### src/rtl/seg7_scan_driver_pkg.sv
// Shared glyph definitions for the 7-segment scan driver.
// Segment bit order: seg[6:0] = {a,b,c,d,e,f,g}, 1 = lit (before pin polarity).
package seg7_scan_driver_pkg;

    localparam logic [6:0] SEG_0     = 7'b1111110;
    localparam logic [6:0] SEG_1     = 7'b0110000;
    localparam logic [6:0] SEG_2     = 7'b1101101;
    localparam logic [6:0] SEG_3     = 7'b1111001;
    localparam logic [6:0] SEG_4     = 7'b0110011;
    localparam logic [6:0] SEG_5     = 7'b1011011;
    localparam logic [6:0] SEG_6     = 7'b1011111;
    localparam logic [6:0] SEG_7     = 7'b1110000;
    localparam logic [6:0] SEG_8     = 7'b1111111;
    localparam logic [6:0] SEG_9     = 7'b1111011;
    localparam logic [6:0] SEG_A     = 7'b1110111;
    localparam logic [6:0] SEG_B     = 7'b0011111;
    localparam logic [6:0] SEG_C     = 7'b1001110;
    localparam logic [6:0] SEG_D     = 7'b0111101;
    localparam logic [6:0] SEG_E     = 7'b1001111;
    localparam logic [6:0] SEG_F     = 7'b1000111;
    localparam logic [6:0] SEG_BLANK = 7'b0000000;

    // Codes 10-15 only produce letters when hex display is enabled.
    function automatic logic [6:0] glyph_of(input logic [3:0] code, input logic hex_en);
        logic [6:0] g;
        g = SEG_BLANK;
        case (code)
            4'h0: g = SEG_0;
            4'h1: g = SEG_1;
            4'h2: g = SEG_2;
            4'h3: g = SEG_3;
            4'h4: g = SEG_4;
            4'h5: g = SEG_5;
            4'h6: g = SEG_6;
            4'h7: g = SEG_7;
            4'h8: g = SEG_8;
            4'h9: g = SEG_9;
            4'hA: g = hex_en ? SEG_A : SEG_BLANK;
            4'hB: g = hex_en ? SEG_B : SEG_BLANK;
            4'hC: g = hex_en ? SEG_C : SEG_BLANK;
            4'hD: g = hex_en ? SEG_D : SEG_BLANK;
            4'hE: g = hex_en ? SEG_E : SEG_BLANK;
            4'hF: g = hex_en ? SEG_F : SEG_BLANK;
        endcase
        return g;
    endfunction

endpackage

### src/rtl/seg7_scan_driver_glyph_decode.sv
// Combinational glyph decoder for the currently scanned digit.
module seg7_glyph_decode
    import seg7_scan_driver_pkg::*;
(
    input  logic [3:0] code,
    input  logic       hex_en,
    input  logic       blank,
    output logic [6:0] glyph
);

    // Blanking overrides the code; otherwise look up the glyph.
    always_comb begin
        glyph = blank ? SEG_BLANK : glyph_of(code, hex_en);
    end

endmodule

### src/rtl/seg7_scan_driver.sv
// Time-multiplexed 7-segment driver: prescaled digit scan, frame-synchronous
// display updates through a staging register, leading-zero blanking and
// anti-ghost anode blanking at the start of every slot.
module seg7_scan_driver
    import seg7_scan_driver_pkg::*;
#(
    parameter int DIGITS         = 4,
    parameter int PRESCALE       = 1000,
    parameter int BLANK_CYCLES   = 2,
    parameter int HEX_EN         = 0,
    parameter int LZ_BLANK       = 1,
    parameter int SEG_ACTIVE_LOW = 0,
    parameter int AN_ACTIVE_LOW  = 1
) (
    input  logic                  clk,
    input  logic                  rst_n,
    input  logic                  load,
    input  logic [4*DIGITS-1:0]   din,
    input  logic [DIGITS-1:0]     dp_in,
    output logic                  ready,
    output logic                  frame_tick,
    output logic [6:0]            seg,
    output logic                  dp,
    output logic [DIGITS-1:0]     an
);

    localparam int PW = $clog2(PRESCALE);
    localparam int IW = (DIGITS > 1) ? $clog2(DIGITS) : 1;

    localparam logic [PW-1:0]     PRE_LAST   = PW'(PRESCALE - 1);
    localparam logic [PW-1:0]     PRE_PENULT = PW'(PRESCALE - 2);
    localparam logic [PW-1:0]     PRE_BLANK  = PW'(BLANK_CYCLES);
    localparam logic [IW-1:0]     IDX_LAST   = IW'(DIGITS - 1);
    localparam logic              SEG_INV    = (SEG_ACTIVE_LOW != 0);
    localparam logic [DIGITS-1:0] AN_INV     = {DIGITS{AN_ACTIVE_LOW != 0}};
    localparam logic              HEX_ON     = (HEX_EN != 0);
    localparam logic              LZ_ON      = (LZ_BLANK != 0);

    logic [PW-1:0]       pre;
    logic [IW-1:0]       idx;
    logic [4*DIGITS-1:0] stage_code;
    logic [4*DIGITS-1:0] disp_code;
    logic [DIGITS-1:0]   stage_dp;
    logic [DIGITS-1:0]   disp_dp;
    logic                pending;
    logic                pending_next;
    logic                commit;
    logic                accept;

    logic                slot_end;
    logic                frame_end;
    logic                frame_next;
    logic [DIGITS-1:0]   lz_mask;
    logic                upper_zero;
    logic [DIGITS-1:0]   an_sel;
    logic [3:0]          cur_code;
    logic [6:0]          cur_glyph;

    assign slot_end   = (pre == PRE_LAST);
    assign frame_end  = slot_end && (idx == IDX_LAST);
    // Registered frame_tick must line up with the boundary cycle, so it is
    // loaded one cycle ahead from the state that precedes the boundary.
    assign frame_next = (pre == PRE_PENULT) && (idx == IDX_LAST);

    assign commit = frame_end && pending;
    assign accept = load && !pending;

    // Next value of the pending flag; ready is its registered complement.
    always_comb begin
        pending_next = pending;
        if (commit) begin
            pending_next = 1'b0;
        end else if (accept) begin
            pending_next = 1'b1;
        end
    end

    // Leading-zero mask: walk down from the top digit while all seen are zero.
    always_comb begin
        lz_mask    = '0;
        upper_zero = 1'b1;
        for (int i = DIGITS - 1; i >= 0; i--) begin
            upper_zero = upper_zero && (disp_code[4*i +: 4] == 4'd0);
            if (i != 0) begin
                lz_mask[i] = LZ_ON && upper_zero;
            end
        end
    end

    // Anode select for the current slot, all off during the blank window.
    always_comb begin
        an_sel = '0;
        if (pre >= PRE_BLANK) begin
            an_sel[idx] = 1'b1;
        end
    end

    assign cur_code = disp_code[4*idx +: 4];

    seg7_glyph_decode u_decode (
        .code   (cur_code),
        .hex_en (HEX_ON),
        .blank  (lz_mask[idx]),
        .glyph  (cur_glyph)
    );

    // Scan counters, staging handshake and frame-boundary commit.
    always_ff @(posedge clk) begin
        if (!rst_n) begin
            pre        <= '0;
            idx        <= '0;
            stage_code <= '0;
            stage_dp   <= '0;
            disp_code  <= '0;
            disp_dp    <= '0;
            pending    <= 1'b0;
        end else begin
            pre <= slot_end ? '0 : pre + 1'b1;
            if (slot_end) begin
                idx <= (idx == IDX_LAST) ? '0 : idx + 1'b1;
            end
            if (commit) begin
                disp_code <= stage_code;
                disp_dp   <= stage_dp;
            end else if (accept) begin
                stage_code <= din;
                stage_dp   <= dp_in;
            end
            pending <= pending_next;
        end
    end

    // Output registers with pin polarity applied.
    always_ff @(posedge clk) begin
        if (!rst_n) begin
            seg        <= {7{SEG_INV}};
            dp         <= SEG_INV;
            an         <= AN_INV;
            frame_tick <= 1'b0;
            ready      <= 1'b1;
        end else begin
            seg        <= cur_glyph ^ {7{SEG_INV}};
            dp         <= disp_dp[idx] ^ SEG_INV;
            an         <= an_sel ^ AN_INV;
            frame_tick <= frame_next;
            ready      <= !pending_next;
        end
    end

endmodule

### config.mk
export PLATFORM = sky130hd
export DESIGN_NAME = seg7_scan_driver
export DESIGN_NICKNAME = d
export VERILOG_FILES = /design/src/rtl/seg7_scan_driver_pkg.sv /design/src/rtl/seg7_scan_driver_glyph_decode.sv /design/src/rtl/seg7_scan_driver.sv
export SDC_FILE = /design/constraint.sdc
export NUM_CORES = 1
export LEC_CHECK = 0
export BUFFER_PORTS_ARGS = -buffer_cell sky130_fd_sc_hd__buf_2
export CAP_MARGIN = 30
export CORE_MARGIN = 2
export CORE_UTILIZATION = 40
export DETAILED_ROUTE_END_ITERATION = 6
export PLACE_DENSITY_LB_ADDON = 0.25
export SLEW_MARGIN = 0
export SYNTH_ARGS = -nofsm -noshare
export SYNTH_HDL_FRONTEND = slang
export SYNTH_HIERARCHICAL = 1
export SYNTH_SLANG_ARGS = --single-unit
### constraint.sdc
create_clock -name clk -period 1.8 [get_ports clk]
set_input_delay 0.27 -clock clk [delete_from_list [all_inputs] [get_ports clk]]
set_output_delay 0.27 -clock clk [all_outputs]
set_load 0.01 [all_outputs]
==> impl_metrics.json <==
{
  "reg2reg_setup_slack_ns": 0.05,
  "p_sw_uw": 710,
  "global_route.usage.met2_pct": 21.7,
  "detailedPlace.worstSlack_ns": 0.000389,
  "initial_utilization_pct": 41.5,
  "place_hpwl_um": 4140,
  "cts_sinks": 67,
  "ys_async_sr_fraction_pct": 0,
  "layout-drive-gt1-share_pct": 23.9,
  "area_growth_pct": 19.6,
  "post_synth_inst_count": 338,
  "max_cap_violations": 0,
  "pwr_density_cell_nw_per_um2": 775,
  "finalCoreUtilization_pct": 49.6,
  "worst_r2r_startpoint": "idx[0]",
  "hold_ws_ns": 0.157,
  "crit_type": "reg -> reg",
  "critical_path_peak_fanout": 7,
  "cp.arrival_ns": 1.99,
  "hold_path_class": "in -> reg",
  "gr-max-usage-layer": "met2",
  "io_pins": 37,
  "startpoint": "idx[0]",
  "finalHoldViolations": 0,
  "ys.warnings.count": 6,
  "grt_pass1_vias": 2178,
  "initial_antenna_violation_count": 0,
  "residual_drc_count": 0,
  "fp.dieH_um": 90.9,
  "finalInstanceArea_sq_um": 3610,
  "mostFrequentLayoutCells": "sky130_fd_sc_hd__nand2_1, sky130_fd_sc_hd__dfxtp_1, sky130_fd_sc_hd__buf_2, sky130_fd_sc_hd__a21oi_1, sky130_fd_sc_hd__mux2i_1",
  "outcome": "completed",
  "fmax_mhz": 572,
  "path_clk_slew_ns": 0.08,
  "total_length_of_routed_wires_um": 5910,
  "die_w_um": 90.9,
  "setup_viol": 0,
  "wire_per_inst_um": 11.9,
  "synth-edff-count": 0,
  "vias_per_cell": 4.88,
  "post_synthesis_sequential_area_ratio_pct": 44.4,
  "swShare_pct": 25.3,
  "most_common_cell_after_layout_fill_and_taps_aside": "sky130_fd_sc_hd__nand2_1",
  "cp-endpoint": "seg[0]",
  "ctsRootBufferMaster": "sky130_fd_sc_hd__clkbuf_8",
  "worst_ep_required_time_ns": 2.04,
  "mean_instance_size_in_the_synthesized_netlist_sq_um": 8.94,
  "p_comb_share_pct": 6.5,
  "gr-total-overflow": 0,
  "clk-insertion-delay-late_ns": 0.34,
  "share_seq_of_total_power_pct": 55.1,
  "io_buffer_count": 36,
  "detailedRoute.firstPassIterationCount": 5,
  "worst_min_delay_path_startpoint": "din[4]",
  "unrepaired_setup_endpoints_after_global_routing": "true",
  "setup.worst_path.start_class": "register",
  "layout_worst_path_cycle_share_pct": 97.2,
  "standard_cell_area_after_detailed_placement_sq_um": 3400,
  "finalNetCount": 421,
  "cts_buffers": 9,
  "maximum_number_of_pins_on_one_net_before_global_route_repair": 28,
  "ys_types": 52,
  "power_uw": 2800,
  "pwr-share-clk_pct": 38.4,
  "max_transition_viols_final": 0,
  "postSynthRegisterBits": 67,
  "reg2regPathDepth": 5,
  "gr-usage-all-layers_pct": 15.1,
  "die_area_sq_um": 8270,
  "antenna_violating_nets_post_route": 0,
  "grtUsageMet3_pct": 3.15,
  "vdd_ir_drop_max_mv": 0.404,
  "synth-main-ff-cell": "sky130_fd_sc_hd__dfxtp_1",
  "cts-htree-levels": 3,
  "hold_buffers": 0,
  "antenna-diode-count": 0,
  "drt_iter0_drc": 72,
  "p_leak_uw": 0.00140,
  "fp-row-count": 31,
  "routed-via-count": 2422,
  "internal_power_uw": 2090,
  "timing.clock.skew_ns": 0.0110,
  "grt_first_pass_wirelength_um": 10200,
  "cts_tree": "yes",
  "fin_ws_ns": 0.0511,
  "finalCriticalPeriod_ns": 1.75,
  "use_met1_pct": 21.4,
  "synthesis.area_sq_um": 3020,
  "floorplan.core_area_sq_um": 7290,
  "routabilityCongestion": 0.797,
  "max-clock-path-buffers": 2,
  "setup.worst_path.end_class": "register",
  "regToRegEndpoint": "seg[0]"
}
cell families (layout without fill, tap and decap cells):
group	after synthesis	count (layout)	share of synthesized area [%]
muxes	27	27	11.0
other	1	7	0.124
and+or+nand+nor	149	149	24.5
DFF	67	67	44.4
xor gates and xnor gates	3	3	0.869
buffers and inverters	26	79	4.47
AOI/OAI and AO/OA	59	59	12.2
adders and majority gates	6	6	2.48
layer usage:
metal | wire length (um) | part of all wire [%] | up-vias
met5 | 0 | 0 | -
li1 | - | - | 1256
met4 | 123 | 2.1 | 0
met2 | 2560 | 43 | 39
met1 | 3050 | 52 | 1116
met3 | 177 | 3.0 | 11
worst min path at each step:
stage,endpoint,slack [ns],depth (start not counted)
final,stage_code[4],0.16,3
after CTS,stage_code[4],0.14,3
after floorplan,stage_code[0],0.41,2
after detailed placement,stage_code[12],0.45,2
after global placement,disp_dp[0],0.44,2
after global routing,stage_dp[2],0.16,3
power by group through the flow:
stage,clock (uW),sequential (uW),combinational [uW]
2_1_floorplan,0,1580,109
3_3_place_gp,0,1580,181
3_5_place_dp,0,1580,183
4_1_cts,1110,1550,184
5_1_grt,1180,1550,209
6_report,1080,1550,182
sequential cells by signal, indices dropped and copies added (netlist names):
register	count
disp_dp	4
an	4
ready	1
disp_code	16
seg	7
pending	1
pre	10
frame_tick	1
dp	1
idx	2
stage_code	16
stage_dp	4
per-stage QoR:
step	instances	TNS, ns
final	496	0
after global routing	496	-0.113
after CTS	494	0
after detailed placement	478	0
after global placement	478	0
after floorplan	344	-0.00417
cell type report:
type	instances	area, sq um
Fill cell	745	3680
Multi-Input combinational cell	251	1590
Timing Repair Buffer	58	365
Sequential cell	67	1350
Inverter	5	18.8
Clock buffer	9	124
Tap cell	99	124
Clock inverter	7	45.0
synthesized netlist by cell type, drive strengths merged, types with 3 or more instances:
cell	n	area, sq um
o21ai	9	45.0
nand2	89	334
nor2	10	47.6
mux4	5	113
nand3	10	50.1
nand2b	4	25.0
ha	6	75.1
mux2i	22	220
nor2b	3	18.8
dfxtp	67	1340
a21oi	33	165
nor3	4	31.3
and2	9	56.3
inv	5	18.8
buf	10	71.3
nor4	4	25.0
clkbuf	11	45.1
or3	5	31.3
critical path, stage by stage (launching register included):
cell and delay (ns):
sky130_fd_sc_hd__dfxtp_4 0.39, sky130_fd_sc_hd__mux4_2 0.59, sky130_fd_sc_hd__or3b_1 0.40, sky130_fd_sc_hd__o211ai_2 0.07, sky130_fd_sc_hd__a21oi_1 0.07, sky130_fd_sc_hd__and2_1 0.13
repair_timing:
item                                    in CTS  in global routing
gates resized for setup                      1                  8
pin swaps                                    0                  5
gates cloned                                 0                  0
setup buffers                                0                  2
endpoints found under the setup margin       1                  6
(Power assumes the default switching activity.)
